## config.mk

```make
export PLATFORM = sky130hd
export DESIGN_NAME = mem_access_unit
export DESIGN_NICKNAME = d
export VERILOG_FILES = /design/src/rtl/mem_access_pkg.sv /design/src/rtl/mem_lane_align.sv /design/src/rtl/mem_access_unit.sv
export SDC_FILE = /design/constraint.sdc
export NUM_CORES = 1
export LEC_CHECK = 0
export ABC_AREA = 1
export CORE_MARGIN = 2
export CORE_UTILIZATION = 53
export CTS_CLUSTER_DIAMETER = 40
export DETAILED_ROUTE_END_ITERATION = 8
export HOLD_SLACK_MARGIN = 0.15
export PLACE_DENSITY_LB_ADDON = 0.15
export SLEW_MARGIN = 10
export SYNTH_ARGS = -nofsm -noshare
export SYNTH_HDL_FRONTEND = slang
export SYNTH_HIERARCHICAL = 1
export SYNTH_SLANG_ARGS = --single-unit
export TNS_END_PERCENT = 10
```

## constraint.sdc

```tcl
create_clock -name clock_in -period 3.6 [get_ports clock_in]
set_clock_uncertainty 0.2 [all_clocks]
set_input_delay 0.54 -clock clock_in [delete_from_list [all_inputs] [get_ports clock_in]]
set_output_delay 0.54 -clock clock_in [all_outputs]
set_load 0.005 [all_outputs]
```

## src/rtl/mem_access_pkg.sv

```systemverilog
`default_nettype none
// ============================================================================
//  Module      : mem_access_pkg
//  Description : Shared size codes, FSM state encoding and byte-lane
//                extract/merge helpers for the load/store unit.
//  Revision    : 1.0 - initial release
// ============================================================================
package mem_access_pkg;

    // Access size codes carried on req_size
    localparam logic [1:0] SZ_BYTE    = 2'd0;
    localparam logic [1:0] SZ_HALF    = 2'd1;
    localparam logic [1:0] SZ_WORD    = 2'd2;
    localparam logic [1:0] SZ_ILLEGAL = 2'd3;

    // Controller states, explicitly encoded
    typedef enum logic [1:0] {
        ST_IDLE  = 2'd0,
        ST_READ  = 2'd1,
        ST_WRITE = 2'd2,
        ST_DONE  = 2'd3
    } state_t;

    // Right-justified mask covering the bytes of one access
    function automatic logic [31:0] sizeMask(input logic [1:0] size);
        case (size)
            SZ_BYTE: sizeMask = 32'h0000_00FF;
            SZ_HALF: sizeMask = 32'h0000_FFFF;
            default: sizeMask = 32'hFFFF_FFFF;
        endcase
    endfunction

    // Pull the addressed lanes down to bit 0 and sign/zero-extend them.
    // A word access has an all-ones mask, so the extension term vanishes.
    function automatic logic [31:0] laneExtract(
        input logic [31:0] word,
        input logic [1:0]  size,
        input logic [1:0]  offset,
        input logic        isSigned
    );
        logic [31:0] shifted;
        logic [31:0] mask;
        logic        signBit;
        shifted = word >> {offset, 3'b000};
        mask    = sizeMask(size);
        case (size)
            SZ_BYTE: signBit = shifted[7];
            SZ_HALF: signBit = shifted[15];
            default: signBit = 1'b0;
        endcase
        laneExtract = (shifted & mask) | ({32{isSigned & signBit}} & ~mask);
    endfunction

    // Replace only the addressed lanes of oldWord; data bits above the
    // access size are masked away.
    function automatic logic [31:0] laneMerge(
        input logic [31:0] oldWord,
        input logic [31:0] newData,
        input logic [1:0]  size,
        input logic [1:0]  offset
    );
        logic [31:0] mask;
        mask      = sizeMask(size) << {offset, 3'b000};
        laneMerge = (oldWord & ~mask) | ((newData << {offset, 3'b000}) & mask);
    endfunction

endpackage
`default_nettype wire

```

## src/rtl/mem_lane_align.sv

```systemverilog
`default_nettype none
// ============================================================================
//  Module      : mem_lane_align
//  Description : Combinational byte-lane alignment: load extraction with
//                sign/zero extension, and store merge into an old word.
//  Revision    : 1.0 - initial release
// ============================================================================
module mem_lane_align
    import mem_access_pkg::*;
(
    input  logic [31:0] readWord,
    input  logic [1:0]  size,
    input  logic [1:0]  offset,
    input  logic        isSigned,
    input  logic [31:0] storeData,
    output logic [31:0] loadData,
    output logic [31:0] mergedWord
);

    // Load path: addressed lanes, right-justified and extended
    assign loadData   = laneExtract(readWord, size, offset, isSigned);

    // Store path: new lanes dropped into the word just read
    assign mergedWord = laneMerge(readWord, storeData, size, offset);

endmodule
`default_nettype wire

```

## src/rtl/mem_access_unit.sv

```systemverilog
`default_nettype none
// ============================================================================
//  Module      : mem_access_unit
//  Description : Load/store unit driving a word-wide data memory. Handles
//                byte/half/word accesses, read-modify-write for sub-word
//                stores, and alignment/size/range checking at accept time.
//  Revision    : 1.0 - initial release
// ============================================================================
module mem_access_unit
    import mem_access_pkg::*;
#(
    parameter int DEPTH_WORDS = 128,
    parameter int AW          = 32
) (
    input  logic          clock_in,
    input  logic          reset_n,
    input  logic          req_valid,
    output logic          req_ready,
    input  logic          req_write,
    input  logic [1:0]    req_size,
    input  logic          req_signed,
    input  logic [AW-1:0] req_address,
    input  logic [31:0]   req_wdata,
    output logic          resp_valid,
    output logic [31:0]   resp_rdata,
    output logic          resp_error,
    output logic [AW-1:0] mem_address,
    output logic [31:0]   mem_write_data,
    output logic          mem_write,
    output logic          mem_read,
    input  logic [31:0]   mem_read_data
);

    // First illegal byte address, one bit wider so it cannot overflow
    localparam logic [AW:0] c_byteLimit = (AW+1)'(DEPTH_WORDS * 4);

    state_t        r_state;
    logic [1:0]    r_size;
    logic [1:0]    r_offset;
    logic          r_signed;
    logic          r_write;
    logic [31:0]   r_wdata;

    logic          w_accept;
    logic          w_sizeError;
    logic          w_alignError;
    logic          w_rangeError;
    logic          w_reqError;
    logic          w_wordStore;
    logic [AW-1:0] w_wordIndex;
    logic [31:0]   w_loadData;
    logic [31:0]   w_mergedWord;

    // Request decode and checks, evaluated on the incoming request
    assign w_accept     = req_valid & req_ready;
    assign w_sizeError  = (req_size == SZ_ILLEGAL);
    assign w_alignError = ((req_size == SZ_HALF) && req_address[0]) ||
                          ((req_size == SZ_WORD) && (req_address[1:0] != 2'b00));
    assign w_rangeError = ({1'b0, req_address} >= c_byteLimit);
    assign w_reqError   = w_sizeError | w_alignError | w_rangeError;
    assign w_wordStore  = req_write && (req_size == SZ_WORD);
    assign w_wordIndex  = {2'b00, req_address[AW-1:2]};

    // Lane alignment works on the live memory word during the READ cycle
    mem_lane_align u_laneAlign (
        .readWord   (mem_read_data),
        .size       (r_size),
        .offset     (r_offset),
        .isSigned   (r_signed),
        .storeData  (r_wdata),
        .loadData   (w_loadData),
        .mergedWord (w_mergedWord)
    );

    // Controller FSM with registered strobes, handshake and response
    always_ff @(posedge clock_in) begin
        if (!reset_n) begin
            r_state        <= ST_IDLE;
            r_size         <= SZ_BYTE;
            r_offset       <= 2'b00;
            r_signed       <= 1'b0;
            r_write        <= 1'b0;
            r_wdata        <= 32'h0;
            req_ready      <= 1'b0;
            resp_valid     <= 1'b0;
            resp_rdata     <= 32'h0;
            resp_error     <= 1'b0;
            mem_address    <= '0;
            mem_write_data <= 32'h0;
            mem_write      <= 1'b0;
            mem_read       <= 1'b0;
        end else begin
            // Strobes and the response pulse last exactly one cycle
            mem_read   <= 1'b0;
            mem_write  <= 1'b0;
            resp_valid <= 1'b0;
            case (r_state)
                ST_IDLE: begin
                    if (w_accept) begin
                        req_ready <= 1'b0;
                        r_size    <= req_size;
                        r_offset  <= req_address[1:0];
                        r_signed  <= req_signed;
                        r_write   <= req_write;
                        r_wdata   <= req_wdata;
                        if (w_reqError) begin
                            resp_valid <= 1'b1;
                            resp_error <= 1'b1;
                            resp_rdata <= 32'h0;
                            r_state    <= ST_DONE;
                        end else if (w_wordStore) begin
                            mem_address    <= w_wordIndex;
                            mem_write_data <= req_wdata;
                            mem_write      <= 1'b1;
                            r_state        <= ST_WRITE;
                        end else begin
                            mem_address <= w_wordIndex;
                            mem_read    <= 1'b1;
                            r_state     <= ST_READ;
                        end
                    end else begin
                        req_ready <= 1'b1;
                    end
                end
                ST_READ: begin
                    if (r_write) begin
                        // Sub-word store: write back the merged word
                        mem_write_data <= w_mergedWord;
                        mem_write      <= 1'b1;
                        r_state        <= ST_WRITE;
                    end else begin
                        resp_rdata <= w_loadData;
                        resp_error <= 1'b0;
                        resp_valid <= 1'b1;
                        r_state    <= ST_DONE;
                    end
                end
                ST_WRITE: begin
                    resp_rdata <= 32'h0;
                    resp_error <= 1'b0;
                    resp_valid <= 1'b1;
                    r_state    <= ST_DONE;
                end
                ST_DONE: begin
                    resp_error <= 1'b0;
                    req_ready  <= 1'b1;
                    r_state    <= ST_IDLE;
                end
                default: begin
                    r_state <= ST_IDLE;
                end
            endcase
        end
    end

endmodule
`default_nettype wire
```

==> metrics <==
fin cells 1455; Routed WL 22.2 mm; register area 2780 sq um; clk slew on worst S/H paths 60 ps; Slew headroom 0.476; IO Port Bufs 201; Synth Instances 1110; HP Class reg -> reg; crit path cell chain buf_4, nand2_1, nand2_1, nand2_1, nand2_1, nand4_1, nand2_1, nand2_1, nand2_1, nand2_1, nor2_1; CTS root buffer clkbuf_16; area of the die 15000 sq um; Fillers 1215; critical path startpoint r_offset[0]; Clock Power Share 0.267; average vias per placed instance 5.38; FF-to-FF Start r_offset[0]; Yosys top cell by area dfxtp_1; # H-tree levels 4; Horiz. Die Dim 122 um; sequential share of power 0.298; drt drc 0; most common cell in the netlist nand2_1; core area 13800 sq um; internal cell power 0.00417 W; Finished Core Util 0.720; Sw Share 0.393; I/O pin total 204; cell repeated most along the worst path nand2_1; Setup Slack @ Placement 597 ps; sequential fraction of the synthesis area 0.375; Max Cap Viol 0; Yosys Warn Count 6; Hold Violations, Final 0; dpl cells 1423; DRT iter0 DRCs 903; Critical Path AT 2900 ps; crit path capture resp_rdata[13]; HPWL Detailed 15.4 mm; post-synthesis mux area share 0.0500; hold wc startpoint mem_address[8]; period utilization 0.760; router iterations before antenna repair 6; post-synthesis area per instance 6.69 sq um; vias in the first global route 7099; top_reg_cell synth dfxtp_1; CTS tree done; num rows 43; status finished clean; reg-to-reg endpoint resp_rdata[13]; Power Dens Cells 692 nW/um^2; CP delay by family, top simple AND/OR/NAND/NOR gates; ys async rst share 0; Synth Area in Compound Gates 0.158; fraction of layout cells with a size suffix above 1 0.0761; Fin Setup TNS 0 ps; Worst Setup Start Kind flop; final setup vio count 0; Post-Synth Simple-Gate Area 0.301; Worst Path Required 3760 ps; R2R depth 11; setup ws final 865 ps; post-CTS setup buffers 0; Leak 4.30 nW; main combinational cell family by area after synthesis simple AND/OR/NAND/NOR gates; Comb power frac 0.435; first-pass GRT wire length 35.4 mm; Final Max Tran Viols 0; die height 122 um; Crit. End Element flop; worst slew pin tran 786 ps; WP depth 11; Synth top area share 0.375; EDFF count, synth 0; synthesized area 7430 sq um; Overall Global Routing Usage 0.300; Initial Utilization 0.539; distinct cell type count after synthesis 34; maximum clock frequency 366 MHz; GR Overflow Total 0; clock sinks 139; fin nets 1370; antenna-violating nets left 0; RSZ-0062 raised after global routing no; Crit path buffers/inverters 1; Clock Tree Buf Depth 2; Skew-Pair Late Insertion Delay 430 ps; Period minus WS final 2740 ps; R2R setup slack 860 ps; WL/cell 15.3 um; CTS buffer count 17; cts repair resizes 0; Post-CTS Hold Fix Bufs 0; CP Max Fanout 67; antenna violations before repair 0; GPL Wtd Cong 0.946; Peak VDD IR 0.453 mV; Multi-input gate area 3850 sq um; synth top area cells dfxtp_1 (37%), nand2_1 (14%), nor2_1 (8.9%); Synth Register Bits 139; Area Overhead vs Synth 33.6%; Psw 0.00270 W; Synth Area in XOR/XNOR 0; total power 0.00687 W; largest net degree at the start of global routing 72; slowest cell on the critical path dfxtp_2; Vias 7830; ANT cells 0; worst setup path class reg -> reg; Max stage delay on crit path 580 ps; adder-cell share of the synthesized area 0.00842; Post-synth top cells nand2_1 (269), nor2_1 (176), dfxtp_1 (139), o21ai_0 (106), inv_1 (89)
-- stage by stage --
step | hold slack, ps | area [sq um]
2_1_floorplan | 249 | 7430
3_3_place_gp | 242 | 9310
3_5_place_dp | 245 | 9310
4_1_cts | 255 | 9920
5_1_grt | 269 | 9920
6_report | 254 | 9920
-- power groups by stage --
stage               registers [W]  clock network (W)  logic (W)
floorplan                 0.00204                  0    0.00217
global placement          0.00207                  0    0.00289
detailed placement        0.00207                  0    0.00293
CTS                       0.00204            0.00185    0.00296
global route              0.00208            0.00192    0.00336
finish                    0.00205            0.00184    0.00299
-- logic make-up (layout without fill, tap and decap cells) --
| logic type | count (synthesis) | after routing |
|---|---|---|
| AO/OA/AOI/OAI | 215 | 215 |
| adder cells (fa/ha/maj) | 5 | 5 |
| buffers and inverters | 173 | 337 |
| flip-flops | 139 | 139 |
| multiplexers | 33 | 33 |
| other | 1 | 2 |
| AND/OR/NAND/NOR | 544 | 544 |
-- layer usage --
metal	share of wire	track usage
met1	0.43	0.398
met2	0.46	0.464
met3	0.076	0.0655
met4	0.035	0.142
met5	0	0
-- worst min path at each step --
stage,cells after the start,to
finish,2,mem_address[8]
global route,2,mem_address[15]
CTS,2,mem_address[8]
detailed placement,2,mem_address[8]
global placement,2,mem_address[7]
floorplan,2,mem_address[24]
-- final cells by class --
class,count,area share
sequential,139,0.281
clock inverter,14,0.0187
tap,180,0.0227
multi-input combinational,799,0.388
clock buffer,18,0.0433
inverter,95,0.0359
timing repair buffer,210,0.210
-- sequential cells by signal, indices dropped and copies added (netlist names), 2 cells and up --
| signal | count |
|---|---|
| r_offset | 2 |
| mem_write_data | 32 |
| resp_rdata | 32 |
| r_state | 2 |
| mem_address | 30 |
| r_size | 2 |
| r_wdata | 32 |
-- layout by cell type (no fill, tap or decap), types with 2 or more instances in the layout --
cell type,Yosys,final
a21boi_0,7,7
a21oi_1,66,66
a21oi_2,2,2
a31oi_1,7,7
buf_4,8,8
bufinv_16,0,3
clkbuf_16,0,17
clkdlybuf4s50_1,0,200
clkinvlp_4,0,2
conb_1,1,2
dfxtp_1,139,138
ha_1,5,4
inv_1,89,89
inv_2,5,5
inv_6,0,5
inv_8,0,2
mux2_2,33,33
nand2_1,269,269
nand2_2,3,3
nand2_4,3,3
nand3_1,75,75
nand3b_1,7,7
nor2_1,176,176
nor2_2,4,4
nor2_4,2,2
nor3_1,2,2
o211ai_1,14,14
o21a_1,7,7
o21ai_0,106,106
o21ai_1,4,4
-- worst min-delay path: stages, from the launching register on --
cell and delay [ps]:
dfxtp_1 310, nand3_1 70, inv_1 40
Power figures use the tool's default switching activity.
